<file path="config.mk">
export PLATFORM = sky130hd
export DESIGN_NAME = gsm_mul_arbiter
export DESIGN_NICKNAME = d
export VERILOG_FILES = /design/src/rtl/gsm_mul_pkg.sv /design/src/rtl/gsm_mul_rr_grant.sv /design/src/rtl/gsm_mul_arbiter.sv
export SDC_FILE = /design/constraint.sdc
export NUM_CORES = 1
export LEC_CHECK = 0
export CORE_AREA = 4 4 134 201
export DETAILED_ROUTE_END_ITERATION = 8
export DIE_AREA = 0 0 138 205
export GPL_ROUTABILITY_DRIVEN = 0
export HOLD_SLACK_MARGIN = 0.15
export PLACE_DENSITY = 0.82
export SLEW_MARGIN = 20
export SYNTH_ARGS = -nofsm -noshare
export SYNTH_HDL_FRONTEND = slang
export SYNTH_HIERARCHICAL = 1
export SYNTH_SLANG_ARGS = --single-unit
</file>
<file path="constraint.sdc">
create_clock -name ap_clk -period 17.7 [get_ports ap_clk]
set_input_delay 3.54 -clock ap_clk [delete_from_list [all_inputs] [get_ports ap_clk]]
set_output_delay 3.54 -clock ap_clk [all_outputs]
set_load 0.03 [all_outputs]
</file>
<file path="src/rtl/gsm_mul_pkg.sv">
// Shared types and constants for the GSM multiplier arbiter.
// Mode encoding and fixed-point limits used by the mul/round/sat logic.
package gsm_mul_pkg;

  typedef enum logic [1:0] {
    MODE_RAW    = 2'd0,
    MODE_MULT   = 2'd1,
    MODE_MULT_R = 2'd2,
    MODE_L_MULT = 2'd3
  } mode_e;

  localparam logic signed [15:0] MIN16   = 16'sh8000;
  localparam logic signed [15:0] MAX16   = 16'sh7FFF;
  localparam logic signed [31:0] MAX32   = 32'sh7FFFFFFF;
  localparam logic signed [31:0] ROUND15 = 32'sd16384;

  function automatic logic both_min16(
    input logic signed [15:0] a,
    input logic signed [15:0] b
  );
    return (a == MIN16) && (b == MIN16);
  endfunction

endpackage

</file>
<file path="src/rtl/gsm_mul_rr_grant.sv">
// Combinational round-robin priority encoder.
// Searches upward from ptr, wrapping modulo NUM_REQ.
module gsm_mul_rr_grant
  import gsm_mul_pkg::*;
#(
  parameter int NUM_REQ = 4,
  parameter int ID_W    = 2
) (
  input  logic [NUM_REQ-1:0] valid,
  input  logic [ID_W-1:0]    ptr,
  output logic [ID_W-1:0]    gnt,
  output logic               any
);

  localparam logic [ID_W:0] NR = (ID_W+1)'(NUM_REQ);

  logic [ID_W:0]   sum;
  logic [ID_W-1:0] idx;

  // Walk from the farthest slot back so the nearest valid wins.
  always_comb begin
    gnt = '0;
    any = 1'b0;
    sum = '0;
    idx = '0;
    for (int k = NUM_REQ - 1; k >= 0; k--) begin
      sum = {1'b0, ptr} + (ID_W+1)'(k);
      if (sum >= NR) sum = sum - NR;
      idx = sum[ID_W-1:0];
      if (valid[idx]) begin
        gnt = idx;
        any = 1'b1;
      end
    end
  end

endmodule

</file>
<file path="src/rtl/gsm_mul_arbiter.sv">
// Round-robin sharing of one 16x16 signed multiplier among requesters,
// with GSM mult/mult_r/L_mult rounding and saturation on the result.
module gsm_mul_arbiter
  import gsm_mul_pkg::*;
#(
  parameter int NUM_REQ = 4,
  parameter int ID_W    = 2
) (
  input  logic                   ap_clk,
  input  logic                   ap_rst_n,
  input  logic [NUM_REQ-1:0]     req_valid,
  output logic [NUM_REQ-1:0]     req_ready,
  input  logic [NUM_REQ*16-1:0]  req_a,
  input  logic [NUM_REQ*16-1:0]  req_b,
  input  logic [NUM_REQ*2-1:0]   req_mode,
  output logic                   rsp_valid,
  input  logic                   rsp_ready,
  output logic [ID_W-1:0]        rsp_id,
  output logic [31:0]            rsp_data,
  input  logic                   sat_clr,
  output logic [15:0]            sat_cnt
);

  localparam logic [ID_W-1:0] LAST = ID_W'(NUM_REQ - 1);

  logic [ID_W-1:0]    rr_ptr;
  logic [ID_W-1:0]    gnt;
  logic               any_gnt;
  logic               can_accept;
  logic               xfer;
  logic signed [15:0] op_a;
  logic signed [15:0] op_b;
  mode_e              mode;
  logic signed [31:0] prod;
  logic signed [31:0] prod_r;
  logic signed [31:0] result;
  logic               both_min;
  logic               sat_evt;

  gsm_mul_rr_grant #(
    .NUM_REQ(NUM_REQ),
    .ID_W   (ID_W)
  ) u_grant (
    .valid(req_valid),
    .ptr  (rr_ptr),
    .gnt  (gnt),
    .any  (any_gnt)
  );

  assign can_accept = !rsp_valid || rsp_ready;
  assign xfer = ap_rst_n && can_accept && any_gnt;

  always_comb begin
    req_ready = '0;
    if (xfer) req_ready[gnt] = 1'b1;
  end

  always_comb begin
    op_a = '0;
    op_b = '0;
    mode = MODE_RAW;
    for (int i = 0; i < NUM_REQ; i++) begin
      if (gnt == ID_W'(i)) begin
        op_a = req_a[i*16 +: 16];
        op_b = req_b[i*16 +: 16];
        mode = mode_e'(req_mode[i*2 +: 2]);
      end
    end
  end

  assign prod     = op_a * op_b;
  assign prod_r   = prod + ROUND15;
  assign both_min = both_min16(op_a, op_b);

  always_comb begin
    result = prod;
    unique case (mode)
      MODE_RAW:    result = prod;
      MODE_MULT:   result = both_min ? 32'(MAX16) : (prod >>> 15);
      MODE_MULT_R: result = both_min ? 32'(MAX16) : (prod_r >>> 15);
      MODE_L_MULT: result = both_min ? MAX32 : (prod <<< 1);
      default:     result = prod;
    endcase
  end

  assign sat_evt = xfer && both_min && (mode != MODE_RAW);

  always_ff @(posedge ap_clk or negedge ap_rst_n) begin
    if (!ap_rst_n) begin
      rsp_valid <= 1'b0;
      rsp_id    <= '0;
      rsp_data  <= '0;
      rr_ptr    <= '0;
    end else if (xfer) begin
      rsp_valid <= 1'b1;
      rsp_id    <= gnt;
      rsp_data  <= result;
      rr_ptr    <= (gnt == LAST) ? '0 : gnt + ID_W'(1);
    end else if (rsp_ready) begin
      rsp_valid <= 1'b0;
    end
  end

  always_ff @(posedge ap_clk or negedge ap_rst_n) begin
    if (!ap_rst_n) begin
      sat_cnt <= '0;
    end else if (sat_clr) begin
      sat_cnt <= '0;
    end else if (sat_evt && sat_cnt != 16'hFFFF) begin
      sat_cnt <= sat_cnt + 16'd1;
    end
  end

endmodule

</file>
# Word level (Yosys, flattened, before mapping)
# Cells that the tools add are included.
# word_totals
input_bits	144
out_inout_bits	55
reg_bits	53
# classes
n_mux	44
magnitude_cmp	10
n_mul	1
eq_ne	9
add_sub_neg	10
reduce_logical	14
# ops
operator	n
$mux 16	10
$pmux 32 s4	1
$mux 32	3
$add 32x16->32 const B	1
$eq 16x16->1 const B	2
$mul 16x16->32	1
$mux 2	13
$add 16x1->16 const B	1
$ne 16x16->1 const B	1
$lt 2x3->1 const B	5
$mux 1	11
$ge 3x3->1 const B	3
$bmux 1 s2	4
$eq 2x2->1 const B	4
$sub 2x1->2 const B	4
$logic_and 1x1->1	7
$add 2x2->3 const B	2
$reduce_bool 2->1	3
$eq 2x1->1 const B	2
$logic_not 2->1	2
$mux 4	1
$add 2x1->3 const B	1
$ge 2x3->1 const B	1
$add 2x1->2 const B	1
other kinds (4)	4

# Longest topological paths before layout
# Gate-level depths: netlist of run 1.
# logic_depth
ltp_word	21
ltp_mapped	40
mapped_depth_nobuf	36

# Modules after synthesis
# The synthesis of run 1 kept the hierarchy.
# by_module_without_submodules
mod	cells_per_inst	instances	area_each_um2
gsm_mul_arbiter	1816	1	14841.7
gsm_mul_rr_grant	13	1	77.6

# Least setup slack after synthesis of run 1
# OpenSTA, ideal clock, no wires.
# synth_path
kind	in2reg
startpoint	input port req_valid[3]
endpoint	register rsp_data[16]
setup_slack_ns	5.075
path_stages	38
path_buffers	10
required_ns	17.574
setup_ns	0.126
arrival_time_ns	12.499
path_cell_list	mux2i_1 > a211oi_2 > ha_1 > buf_2 > buf_1 > clkbuf_1 > buf_1 > clkbuf_1 > buf_1 > nand2_1 > o21ai_1 > clkbuf_1 > nand2_1 > fa_1 > inv_1 > fa_1 > inv_1 > fa_1 > [2 not listed] > fa_1 > inv_1 > fa_1 > inv_1 > ha_1 > buf_4 > nand2_2 > o311a_1 > nor3_4 > o211ai_1 > a2111oi_2 > nand4_1 > nor4_1 > a21oi_1 > and3b_1 > buf_2 > buf_2 > a21oi_1
# synth_between
elab_chain_cells	15
elab_cells_between_ends	46
cone_classes	add/sub: 1; mul: 1; eq/ne: 8; mux: 32; reduce/logical: 4
# synth_rtl
element	line	source
from (decl)	gsm_mul_arbiter.sv:11	input logic [NUM_REQ-1:0] req_valid,
$bmux 1 s2	gsm_mul_rr_grant.sv:30	if (valid[idx]) begin
$mux 1 (not written as such)	gsm_mul_rr_grant.sv:30	
$mux 2 (3 in series)	gsm_mul_rr_grant.sv:30	
$mux 2 (*)	gsm_mul_rr_grant.sv:30	
named net gnt[0]	gsm_mul_arbiter.sv:27	logic [ID_W-1:0] gnt;
$logic_not 2->1	gsm_mul_arbiter.sv:63	if (gnt == ID_W'(i)) begin
$mux 16 (4 in series)	gsm_mul_arbiter.sv:63	
$mul 16x16->32 or $eq 16x16->1 (tied branches)	gsm_mul_arbiter.sv:71, gsm_mul_pkg.sv:21	
$add 32x16->32 or $logic_and 1x1->1 (tied branches)	gsm_mul_arbiter.sv:72, gsm_mul_pkg.sv:21	
$mux 32, on equally long branches	gsm_mul_arbiter.sv:80, gsm_mul_arbiter.sv:79, gsm_mul_arbiter.sv:81	
$pmux 32 s4 (*)	gsm_mul_arbiter.sv:77	unique case (mode)
to (signal assigned)	gsm_mul_arbiter.sv:97	rsp_data <= result;
to (decl)	gsm_mul_arbiter.sv:19	output logic [31:0] rsp_data,
# The timed path passes the listed nets; every way through them passes the cells marked *. The select of a mux whose other input is x is not followed.
# A chain may end at the register's enable or synchronous reset.

# Worst setup path in the final report of run 1
# layout_path
startpoint	input port req_valid[3]
endpoint	register rsp_data[22]
# Same word-level chain as after synthesis.

==> results of run 1 <==
-- worst paths after layout --
check | endpoint | slack [ns]
worst max-delay path | rsp_data[22]$_DFFE_PN0P_ | 3.08
worst min-delay path | rsp_data[1]$_DFFE_PN0P_ | 0.49
worst max register to register | rsp_data[22]$_DFFE_PN0P_ | 6.33
worst min register to register | rsp_data[1]$_DFFE_PN0P_ | 0.49
max in group asynchronous | rsp_data[28]$_DFFE_PN0P_ | 13.84
min in group asynchronous | sat_cnt[8]$_DFFE_PN0P_ | 3.36
-- worst register-to-register path: cells and delay by family (launching register included) --
| family | cells | cell delay (ns) |
|---|---|---|
| adders and majority gates | 8 | 4.21 |
| AOI/OAI and AO/OA | 7 | 2.66 |
| and+or+nand+nor | 6 | 1.96 |
| buffers and inverters | 4 | 1.56 |
| DFF | 1 | 0.45 |
| xor gates and xnor gates | 1 | 0.20 |
| muxes | 1 | 0.17 |
-- kinds of logic (layout without fill, tap and decap cells) --
family	count (synthesis)	after routing	share of synthesized area, %
and+or+nand+nor	614	614	18.6
buffers and inverters	391	537	10.1
AOI/OAI and AO/OA	358	358	16.1
adders and majority gates	350	350	42.6
xor gates and xnor gates	59	59	3.46
DFF	53	53	8.89
muxes	4	4	0.294
other	0	1	0
-- final cells by class --
type,instances,area [sq um]
multi-input combinational,1385,12100
fill,2013,7740
timing repair buffer,225,2180
sequential,53,1330
inverter,304,1140
tap,328,410
clock buffer,5,125
clock inverter,3,26.3
antenna,1,2.50
-- registers in the layout, summed over array words and instances, names as in the netlist --
signal and count:
rr_ptr 2, rsp_data 32, rsp_id 2, rsp_valid 1
sat_cnt 16
-- metrics by stage --
step                worst slack, ns  util, %  area [sq um]  instances
floorplan                      5.07        -         14900       1829
global placement               3.31     68.5         17200       2295
detailed placement             3.12     68.5         17200       2295
CTS                            3.34     69.1         17300       2303
global route                   2.62     69.1         17300       2303
finish                         3.08     69.1         17300       2304
-- per-layer routing --
layer / global-route usage, % / vias to the layer above
met5: 0 / -
met4: 21.9 / 0
met3: 7.99 / 332
met2: 60.6 / 976
met1: 40.9 / 6914
li1: - / 6229
-- cell usage after synthesis (11+ instances only) --
cell type	number
inv_1	303
fa_1	263
nand2_1	231
nor2_1	199
a21oi_1	91
ha_1	87
o21ai_0	82
clkbuf_1	61
dfrtp_1	53
xnor2_1	45
nand3_1	32
nand2b_1	24
nor3_1	24
o21a_1	19
a21o_1	16
a22oi_1	14
and2_1	14
xor2_1	14
buf_2	13
nand3b_1	13
nand4_1	13
o22ai_1	12
and3_1	11
o211ai_1	11
==> summary.txt, run 1 <==
STA
  • Crit path time final: between 10 and 15 ns
  • Tightest Pin Transition: approximately 1.2 ns
  • Max Slew Vio Count: 0
  • FMAX: slightly below 70 MHz
  • Setup TNS: 0 ns
  • RSZ-0062 raised after global routing: false
  • Setup Viol. Count Final: 0
  • Clk_skew: slightly below 0.009 ns
  • Hold Violations, Final: 0
  • Hold_ws: approximately 0.49 ns
  • Headroom to the max-slew limit: a little under a quarter
  • Final Cycle Share: a little over 80%

Die
  • Die area: 28300 sq um
  • Chip Width: ~140 um
  • Die height: approximately 210 um
  • I/O pin cnt: roughly 200
  • Initial core utilization: between 50% and 60%
  • Core ar.: around 25000 sq um
  • FP Rows: 71

Synth
  • Yosys reg bits: 53
  • Yosys Warn Count: 6
  • Sequential share of the synthesized area: slightly below 9%
  • Yosys top cell area share: around a third
  • Post-Synthesis Cells: around 1800
  • Synthesized area per cell: roughly 8.2 sq um
  • Ranking of synthesized cells by area: fa_1, dfrtp_1, inv_1
  • Dominant cell type by area after synthesis: fa_1
  • Post-synthesis net count: around 2300
  • Share of flip-flops with an asynchronous set or reset: between 90% and 100%
  • Primary FF master, synth: dfrtp_1
  • Post-synth cell types: between 80 and 90
  • Number of synthesized flops with an enable pin: 0
  • Synth Cell Area: ~15000 sq um

Run status
  • Status: complete, no violations

Run
  • Max-cap viol count: 0

Route
  • Routed WL: ~50 mm
  • WL met3: approximately 5 mm
  • Vias per cell: approximately 6.3
  • Met1 Wirelength: 16.9 mm
  • Residual DRC count: 0
  • Routed met2 length: between 20 and 25 mm
  • 1st-iter DRT viols: between 1000 and 1500
  • Vias: 14500
  • Routed WL per cell: 21.7 um
  • Uppermost layer routed: met4
  • ANT nets after route: 0
  • Drt pass-1 iters: 6

Setup path
  • Levels on crit path: 28
  • Critical path's top delay family: adder cells
  • CP Launch Type: input port
  • CP startpoint: req_valid[3]
  • Reg2reg path depth: 27
  • Arr. time, crit path: approximately 15 ns
  • Slowest-stage cell, CP: a22oi_1
  • Max incr delay on CP: about 0.87 ns
  • WP buf/inv: 5
  • Crit Path Class: input port to register
  • CP most frequent cell: fa_1
  • WP data required: roughly 18 ns
  • Crit Path Max Fanout: 48
  • Setup crit end kind: register
  • R2R Path Start: rr_ptr[1]$_DFFE_PN0P_

Cells and area
  • Commonest non-fill, non-tap cell in the layout: inv_1
  • Layout cells sized above 1: under 10%
  • Final net count: 2468
  • Layout Area Growth over Synthesis: 16.1%
  • Commonest non-fill, non-tap cells in the layout: inv_1, fa_1, nand2_1, nor2_1, clkdlybuf4s50_1

CTS
  • Setup Fix Bufs, Post-CTS: 0
  • CTS H-Tree Depth: 2
  • Clk_lat worst skew: ~0.31 ns
  • CTS root buf: clkbuf_16
  • # clock sinks: 53
  • Cts hold-fix bufs: 0
  • Total CTS buffers: 5
  • Clk slew on worst S/H paths: ~0.08 ns
  • CTS tree: done
  • CTS-repair resized insts: 0
  • CTS Buffer Depth: 2

Global routing
  • Initial antenna violation count: 1
  • Gr usage total: between 30% and 40%
  • Total grt overflow: 0
  • Vias in the first global route: between 15000 and 20000
  • Wire length of the first global-routing pass: 80.3 mm
  • Largest net degree at the start of global routing: 56

Placement
  • HPWL after detailed placement: between 40 and 50 mm
  • I/O Buffers: 198

Hold path
  • Hold Crit Depth: 2
  • Worst min-delay path category: register to register
  • Hold path startpoint: rsp_data[1]$_DFFE_PN0P_
Power of run 1 is left out: the tool's default activity adds up to more than one toggle a clock period on the data nets, which glitch-free logic cannot reach.
==> run 2: changes to the inputs <==
Settings changed: CORE_AREA 4 4 134 201 to 4 4 136 204, DIE_AREA 0 0 138 205 to 0 0 140 208, PLACE_DENSITY 0.82 to 0.8.
Clock period 17.7 ns to 13.55 ns, I/O delays scaled along.
==> run 2 against run 1 <==
- hold slack gained 0.0014 ns
- register-to-register slack got worse by 3.0 ns
- non-clock buffer count rose by 17
- sequential cell count is the same
- first-iteration DRC count grew 5.4%
==> summary.txt, run 2 (same netlist as run 1, synthesis figures left out) <==
STA
  • FMAX: between 70 and 80 MHz
  • Final Cycle Share: 93.6%
  • Clk_skew: 0.00368 ns (-0.00509 ns)
  • Setup TNS: 0 ns (unchanged)
  • Crit path time final: 12.68 ns
  • Headroom to the max-slew limit: 21.0% (-2.2 points)
  • Hold Violations, Final: 0 (unchanged)
  • Setup Viol. Count Final: 0 (unchanged)
  • Max Slew Vio Count: 0 (unchanged)
  • Tightest Pin Transition: 1.19 ns (+0.0335 ns)
  • RSZ-0062 raised after global routing: false

Placement
  • I/O Buffers: 198 (unchanged)
  • HPWL after detailed placement: 42.5 mm (+2.3%)
  • Placed cells: 2321 (+1.1%)

Cells and area
  • Seq. cell area: 1330 sq um (unchanged)
  • Max reg flops: 32 (unchanged)
  • Layout cells sized above 1: 4.47% (+0.77 points)
  • Layout Area Growth over Synthesis: 16.9%
  • Fin cells: 2330 (+1.1%)
  • Largest Register: rsp_data
  • Multi-input gate area: 12100 sq um (about the same)
  • Final net count: 2485 (+0.69%)
  • Commonest non-fill, non-tap cell in the layout: inv_1
  • Commonest non-fill, non-tap cells in the layout: inv_1, fa_1, nand2_1, nor2_1, clkdlybuf4s50_1
  • Filler cells: 2196 (+9.1%)
  • Largest registers: rsp_data (32), sat_cnt (16)

Die
  • I/O pin cnt: 199 (unchanged)
  • Die area: 29100 sq um (+2.9%)
  • FP Rows: 73 (+2.8%)
  • Chip Width: 140 um (+1.4%)
  • Core ar.: 26100 sq um (+4.3%)
  • Die height: 208 um (+1.5%)
  • Initial core utilization: 57.1% (-2.4 points)

CTS
  • CTS tree: done
  • CTS-repair resized insts: 0 (unchanged)
  • Clk_lat worst skew: 0.30 ns (about the same)
  • CTS H-Tree Depth: 2 (unchanged)
  • Cts hold-fix bufs: 0 (unchanged)
  • # clock sinks: 53 (unchanged)
  • Setup Fix Bufs, Post-CTS: 0 (unchanged)
  • CTS root buf: clkbuf_16
  • Total CTS buffers: 5 (unchanged)
  • CTS Buffer Depth: 2 (unchanged)
  • Clk slew on worst S/H paths: 0.07 ns (about the same)

Setup path
  • Slowest-stage cell, CP: a22oi_1
  • Setup crit end kind: register
  • WP data required: 13.71 ns (-4.14 ns)
  • Max incr delay on CP: 0.96 ns (+0.09 ns)
  • CP Launch Type: input port
  • Crit Path Max Fanout: 24 (-50%)
  • Arr. time, crit path: 12.84 ns (-1.94 ns)
  • Crit Path Class: input port to register
  • CP most frequent cell: fa_1

Route
  • 1st-iter DRT viols: 1522 (+5.4%)
  • Routed WL per cell: 21.7 um (-0.32%)
  • Residual DRC count: 0 (unchanged)
  • Vias: 14400 (-0.25%)
  • Drt pass-1 iters: 8 (+2)
  • ANT nets after route: 0 (unchanged)
  • Vias per cell: 6.19 (-1.4%)
  • Routed WL: 50.5 mm (+0.80%)

Global routing
  • Gr usage total: 35.1% (-0.57 points)
  • Initial antenna violation count: 2 (+1)
  • Wire length of the first global-routing pass: 81.5 mm (+1.5%)
  • Total grt overflow: 0 (unchanged)
  • Vias in the first global route: 15500 (+2.4%)
  • Largest net degree at the start of global routing: 56 (unchanged)

Run status
  • Status: complete, no violations

Run
  • Max-cap viol count: 0 (unchanged)

Hold path
  • Worst min-delay path category: register to register
run 2: area by class of cell:
type,instances,area share [%]
Inverter,304,6.54
Sequential cell,53,7.60
Tap cell,337,2.42
Timing Repair Buffer,242,13.2
Antenna cell,1,0.0143
Clock inverter,3,0.143
Clock buffer,5,0.717
Multi-Input combinational cell,1385,69.3
run 2: final timing paths:
check | endpoint | from | slack (ns) | cells past startpoint
worst max-delay path | rsp_data[30]$_DFFE_PN0P_ | req_valid[3] | 0.87 | 31
worst min-delay path | rsp_data[1]$_DFFE_PN0P_ | rsp_data[1]$_DFFE_PN0P_ | 0.49 | 2
worst max register to register | rsp_data[30]$_DFFE_PN0P_ | rr_ptr[1]$_DFFE_PN0P_ | 3.34 | 28
worst min register to register | rsp_data[1]$_DFFE_PN0P_ | rsp_data[1]$_DFFE_PN0P_ | 0.49 | 2
max in group asynchronous | rsp_data[25]$_DFFE_PN0P_ | ap_rst_n | 10.54 | 2
min in group asynchronous | sat_cnt[8]$_DFFE_PN0P_ | ap_rst_n | 2.54 | 2
run 2: critical path: cells and delay by family:
| family | cells | cell delay [ns] |
|---|---|---|
| adder cells (fa/ha/maj) | 8 | 3.97 |
| AO/OA/AOI/OAI | 8 | 2.85 |
| AND/OR/NAND/NOR | 9 | 2.48 |
| buffers and inverters | 6 | 0.78 |
run 2: stage by stage:
step / area, sq um / worst slack [ns] / hold WS [ns] / util (%)
floorplan: 14900 / 1.75 / 0.507 / -
global placement: 17300 / 1.09 / 0.471 / 66.2
detailed placement: 17300 / 0.865 / 0.476 / 66.2
CTS: 17400 / 1.13 / 0.493 / 66.8
global route: 17400 / 0.381 / 0.529 / 66.8
finish: 17400 / 0.874 / 0.488 / 66.8
run 2: layer usage:
metal,track usage (%),part of all wire (%),up-vias
met5,0,0,-
met4,20.9,7.9,0
met3,7.73,9.9,325
met2,59.4,49,990
met1,40.4,34,6835
li1,-,-,6265
Power of run 2 is left out for the same reason.
